[src/rtl/timer_display_pkg.sv]
// rtl/timer_display_pkg.sv - shared constants, segment table and BCD helper for timer_display
package timer_display_pkg;

    localparam int NUM_DIGITS = 8;
    localparam logic [6:0] SEG_BLANK = 7'h7F;

    // Active-low {g,f,e,d,c,b,a}, entry 9 first so SEG_TABLE[d] selects digit d.
    localparam logic [9:0][6:0] SEG_TABLE = {
        7'b0010000, 7'b0000000, 7'b1111000, 7'b0000010, 7'b0010010,
        7'b0011001, 7'b0110000, 7'b0100100, 7'b1111001, 7'b1000000
    };

    localparam logic [2:0] IDX_SEP_P1 = 3'd6;
    localparam logic [2:0] IDX_SEP_P2 = 3'd2;

    function automatic logic [7:0] to_bcd(input logic [7:0] v);
        logic [6:0] c;
        c = (v > 8'd99) ? 7'd99 : v[6:0];
        return {4'(c / 7'd10), 4'(c % 7'd10)};
    endfunction

endpackage

[src/rtl/timer_display_seg7_decode.sv]
// rtl/timer_display_seg7_decode.sv - combinational BCD to active-low 7-segment decoder
module seg7_decode
    import timer_display_pkg::*;
(
    input  logic [3:0] bcd,
    output logic [6:0] seg
);

    always_comb begin
        seg = SEG_BLANK;
        if (bcd < 4'd10) begin
            seg = SEG_TABLE[bcd];
        end
    end

endmodule

[src/rtl/timer_display.sv]
// rtl/timer_display.sv - snapshot, scan and drive the 8-digit chess-clock display
// Optional FLASH_ZERO_EN: blinks a player's digits while their snapshot reads 00:00.
module timer_display
    import timer_display_pkg::*;
#(
    parameter int REFRESH_DIV = 100000
`ifdef FLASH_ZERO_EN
    ,
    parameter int BLINK_DIV = 25000000
`endif
) (
    input  logic       clk,
    input  logic       reset,
    input  logic [7:0] min1,
    input  logic [7:0] sec1,
    input  logic [7:0] min2,
    input  logic [7:0] sec2,
    output logic [7:0] an,
    output logic [6:0] seg,
    output logic       dp
);

    localparam int REF_W = $clog2(REFRESH_DIV + 1);

    logic [REF_W-1:0] cnt_q, cnt_d;
    logic [2:0]       idx_q, idx_d;
    logic             lit_q, lit_d;
    logic [7:0]       min1_q, min1_d, sec1_q, sec1_d;
    logic [7:0]       min2_q, min2_d, sec2_q, sec2_d;
    logic [7:0]       an_q, an_d;
    logic [6:0]       seg_q, seg_d;
    logic             dp_q, dp_d;

    logic             tick;
    logic [7:0]       min1_bcd, sec1_bcd, min2_bcd, sec2_bcd;
    logic [3:0]       digit;
    logic [6:0]       seg_dec;
    logic             blank;

    always_comb begin
        tick  = (cnt_q == REF_W'(REFRESH_DIV - 1));
        cnt_d = tick ? '0 : cnt_q + 1'b1;
        idx_d = tick ? idx_q + 3'd1 : idx_q;
        lit_d = lit_q | tick;

        // Capture all four values together on the frame wrap so a frame never tears.
        min1_d = min1_q;
        sec1_d = sec1_q;
        min2_d = min2_q;
        sec2_d = sec2_q;
        if (tick && idx_q == 3'd7) begin
            min1_d = min1;
            sec1_d = sec1;
            min2_d = min2;
            sec2_d = sec2;
        end

        min1_bcd = to_bcd(min1_d);
        sec1_bcd = to_bcd(sec1_d);
        min2_bcd = to_bcd(min2_d);
        sec2_bcd = to_bcd(sec2_d);

        case (idx_d)
            3'd7:    digit = min1_bcd[7:4];
            3'd6:    digit = min1_bcd[3:0];
            3'd5:    digit = sec1_bcd[7:4];
            3'd4:    digit = sec1_bcd[3:0];
            3'd3:    digit = min2_bcd[7:4];
            3'd2:    digit = min2_bcd[3:0];
            3'd1:    digit = sec2_bcd[7:4];
            default: digit = sec2_bcd[3:0];
        endcase
    end

    seg7_decode u_seg7_decode (
        .bcd (digit),
        .seg (seg_dec)
    );

`ifdef FLASH_ZERO_EN
    localparam int BLINK_W = $clog2(BLINK_DIV + 1);

    logic [BLINK_W-1:0] blink_cnt_q, blink_cnt_d;
    logic               phase_q, phase_d;
    logic               blink_wrap;

    always_comb begin
        blink_wrap  = (blink_cnt_q == BLINK_W'(BLINK_DIV - 1));
        blink_cnt_d = blink_wrap ? '0 : blink_cnt_q + 1'b1;
        phase_d     = blink_wrap ? ~phase_q : phase_q;
        blank       = !phase_d && (idx_d[2] ? (min1_d == 8'd0 && sec1_d == 8'd0)
                                            : (min2_d == 8'd0 && sec2_d == 8'd0));
    end

    always_ff @(posedge clk) begin
        if (reset) begin
            blink_cnt_q <= '0;
            phase_q     <= 1'b1;
        end else begin
            blink_cnt_q <= blink_cnt_d;
            phase_q     <= phase_d;
        end
    end
`else
    assign blank = 1'b0;
`endif

    // Outputs are computed from the next-state index so anode, segment and dp move together.
    always_comb begin
        an_d  = 8'hFF;
        seg_d = SEG_BLANK;
        dp_d  = 1'b1;
        if (lit_d) begin
            an_d  = ~(NUM_DIGITS'(1) << idx_d);
            seg_d = seg_dec;
            dp_d  = !(idx_d == IDX_SEP_P1 || idx_d == IDX_SEP_P2);
            if (blank) begin
                an_d = 8'hFF;
                dp_d = 1'b1;
            end
        end
    end

    always_ff @(posedge clk) begin
        if (reset) begin
            cnt_q  <= '0;
            idx_q  <= 3'd0;
            lit_q  <= 1'b0;
            min1_q <= 8'd0;
            sec1_q <= 8'd0;
            min2_q <= 8'd0;
            sec2_q <= 8'd0;
            an_q   <= 8'hFF;
            seg_q  <= SEG_BLANK;
            dp_q   <= 1'b1;
        end else begin
            cnt_q  <= cnt_d;
            idx_q  <= idx_d;
            lit_q  <= lit_d;
            min1_q <= min1_d;
            sec1_q <= sec1_d;
            min2_q <= min2_d;
            sec2_q <= sec2_d;
            an_q   <= an_d;
            seg_q  <= seg_d;
            dp_q   <= dp_d;
        end
    end

    assign an  = an_q;
    assign seg = seg_q;
    assign dp  = dp_q;

endmodule

[config.mk]
export PLATFORM = sky130hd
export DESIGN_NAME = timer_display
export DESIGN_NICKNAME = d
export VERILOG_FILES = /design/src/rtl/timer_display_pkg.sv /design/src/rtl/timer_display_seg7_decode.sv /design/src/rtl/timer_display.sv
export SDC_FILE = /design/constraint.sdc
export NUM_CORES = 1
export LEC_CHECK = 0
export BUFFER_PORTS_ARGS = -buffer_cell sky130_fd_sc_hd__buf_2
export CORE_UTILIZATION = 55
export CTS_CLUSTER_DIAMETER = 120
export DETAILED_ROUTE_END_ITERATION = 7
export GPL_ROUTABILITY_DRIVEN = 0
export PLACE_DENSITY = 0.86
export REMOVE_ABC_BUFFERS = 1
export SLEW_MARGIN = 20
export SYNTH_ARGS = -nofsm -noshare
export SYNTH_HDL_FRONTEND = slang
export SYNTH_SLANG_ARGS = --single-unit
[constraint.sdc]
create_clock -name clk -period 8.9 [get_ports clk]
set_clock_uncertainty 0.1 [all_clocks]
set_input_delay 0.445 -clock clk [delete_from_list [all_inputs] [get_ports clk]]
set_output_delay 0.445 -clock clk [all_outputs]
set_load 0.02 [all_outputs]
==> metrics.txt <==
Finished Layout Cells 797; Worst R2R Start idx_q[0]; slew margin rel. 41.3%; vias in the first global route 4984; pre-CTS setup slack 2.55 ns; combinational power share 4.3%; Ys Warns 0; CTS tree built; final setup vio count 0; DR WL/cell 18.6 um; Syn Inst Count between 600 and 700; type of element launching the critical path register; Synth area leader dfxtp_1; initial DRC count 807; pwr dens 115 nW/um^2; Static Leak 0.00187 uW; Remaining Overflow, GRT 0; asr flop ratio synth 0%; Core Box Area between 8000 and 9000 sq um; sequential share of power 50.4%; CTS Root Cell clkbuf_8; Endpoint, Worst Hold sec1_q[0]; Clock Power Share 45.2%; Avg Cell Area, Syn 7.50 sq um; die area 9350 sq um; min-delay src sec1[0]; placed insts roughly 780; post-route ant nets 0; first-pass GRT wire length 24000 um; Slew Viols, Final 0; initial antenna violation count 0; Synth area leaders dfxtp_1 (28%), nand2_1 (8.2%), a21oi_1 (6.1%); MaxCap Viol Count 0; status complete, no violations; RSZ-0062 raised after global routing no; post-CTS sizing 0; VDD IR max 76.2 uV; Worst EP required 9.05 ns; drt pass-1 iters 6; TritonCTS buffer count 9; hold_ws 0.236 ns; H-tree Lvls 3; num rows 34; Max Buffers Root-to-Sink 2; setup ws final 2.41 ns; top-area cell type share of the netlist area ~28%; final setup TNS 0 ns; Clk Latency, worst-skew pair 0.38 ns; Critical Path End Type register; Area growth syn-to-layout 8.70%; die height 96.7 um; Seq/Total Area, Yosys 28.0%; P_int roughly 460 uW; sw frac 25.7%; Post-synth top flop dfxtp_1; Total Routing Usage GR 31.6%; post-synthesis cell area 4930 sq um; Max Freq 0.154 GHz; share of layout cells above drive strength 1 13.5%; nets 729; Synth top cells by count nand2_1 (108), dfxtp_1 (69), a21oi_1 (60); RR Endpoint seg[3]; most common cell in the synthesized netlist nand2_1; Initial Util 56.6%; Ant. Diodes 0; clock tree sinks 69; WP data arrival 6.64 ns; DP HPWL 10500 um; clk slew on worst S/H paths 0.09 ns; worst hold path cell count 3; NetSw 158 uW; flops & latches, synth 69; DRC 0; Final Hold Fails 0; largest net degree at the start of global routing 40; min Tclk post-route 6.49 ns; hold buffer count at cts 0; Synth cell types 84; r2r worst-path depth 23; Final period util 72.9%; Post-synth EDFFs 0; Crit Path Class reg -> reg; via count 5445; reg2reg setup slack 2.41 ns; Port Buffers 49; DR vias/cell 6.83; total wire length 14800 um; Top-Level Pins 50; worst-margin pin slew 0.880 ns; die width 96.7 um; Post-CTS Setup Inserts 0; Hold WC Path Type in -> reg; crit-path max FO 30
[power by group through the flow]
stage | Combinational (uW) | Sequential (uW) | Clock [uW]
3_3_place_gp | 25.3 | 318 | 0
3_5_place_dp | 25.6 | 318 | 0
2_1_floorplan | 8.02 | 318 | 0
6_report | 26.6 | 311 | 279
4_1_cts | 25.8 | 311 | 278
5_1_grt | 29.3 | 311 | 292
[placed cells by master, fill, tap and decap left out, drive strengths merged, types with 5 or more instances in the layout]
| cell type | netlist | final |
|---|---|---|
| and2 | 5 | 5 |
| a21oi | 60 | 60 |
| buf | 17 | 52 |
| inv | 11 | 12 |
| nand2b | 6 | 6 |
| and3 | 5 | 5 |
| nand2 | 108 | 108 |
| mux2 | 6 | 6 |
| nor2 | 55 | 55 |
| a31oi | 6 | 6 |
| or4 | 5 | 5 |
| dfxtp | 69 | 69 |
| xor2 | 12 | 12 |
| mux2i | 18 | 18 |
| clkbuf | 20 | 10 |
| o211ai | 8 | 8 |
| xnor2 | 6 | 6 |
| o311a | 10 | 10 |
| ha | 11 | 11 |
| a2111oi | 6 | 6 |
| nand3b | 9 | 9 |
| a211oi | 11 | 11 |
| nand4 | 9 | 9 |
| o22ai | 5 | 5 |
| nor3 | 29 | 29 |
| nand3 | 45 | 45 |
| a21boi | 7 | 7 |
| or3 | 6 | 6 |
| o21ai | 25 | 25 |
[per-layer routing]
layer  wire, um  track usage (%)  up-vias
met1       5830             40.6     2474
li1           -                -     2493
met3       1800             8.38       92
met5          0                0        -
met4        736             17.6        0
met2       6450             48.1      386
[cell families after synthesis]
family / synth area share, %
simple gates: 31.3
compound gates: 24.8
flops: 28.0
buf+inv: 4.61
fa+ha+maj: 3.02
xor+xnor: 3.19
mux: 5.02
[worst max-delay path, stage by stage, from the launching register on]
cell and delay (ns):
dfxtp_1 0.83, ha_1 0.27, ha_1 0.14, buf_4 0.30
inv_1 0.38, nor2_2 0.65, buf_4 0.39, a31oi_1 0.22
o221ai_1 0.42, nor3_1 0.12, a21oi_1 0.13, o22a_1 0.20
ha_1 0.19, o21ai_0 0.11, o31a_1 0.29, o22ai_1 0.35
mux2i_1 0.13, o21ai_0 0.15, a41o_1 0.28, inv_1 0.09
ha_1 0.18, nand2b_1 0.16, a21boi_0 0.19, o21ai_1 0.07
[area by class of cell]
class                   count  area [sq um]
fillers                   784          3360
inverters                  11          41.3
multi-input cells         541          3330
clock buffers              10           138
flip-flops and latches     69          1380
repair buffers             52           268
clock inverters             6          70.1
well taps                 108           135
[worst max-delay path by stage]
| stage | start | cells past startpoint | slack (ns) | to |
|---|---|---|---|---|
| detailed placement | cnt_q[0] | 21 | 2.55 | seg[0] |
| global placement | cnt_q[0] | 21 | 2.88 | seg[3] |
| CTS | cnt_q[0] | 21 | 2.49 | seg[0] |
| floorplan | idx_q[0] | 21 | 2.60 | seg[3] |
| global route | idx_q[0] | 23 | 2.02 | seg[3] |
| finish | idx_q[0] | 23 | 2.41 | seg[3] |
[flip-flops by register name, summed over array words and instances, names as in the netlist]
signal  cells
dp          1
min1_q      8
seg         7
idx_q       3
an          8
lit_q       1
sec1_q      8
sec2_q      8
cnt_q      17
min2_q      8
[through the flow]
stage	cell area [sq um]	total power, uW	util (%)
after detailed placement	5150	344	59.1
after global placement	5150	343	59.1
after global routing	5360	632	61.5
after CTS	5360	614	61.5
final	5360	616	61.5
after floorplan	4750	326	-
No activity file was read; power rests on OpenSTA's default activity.
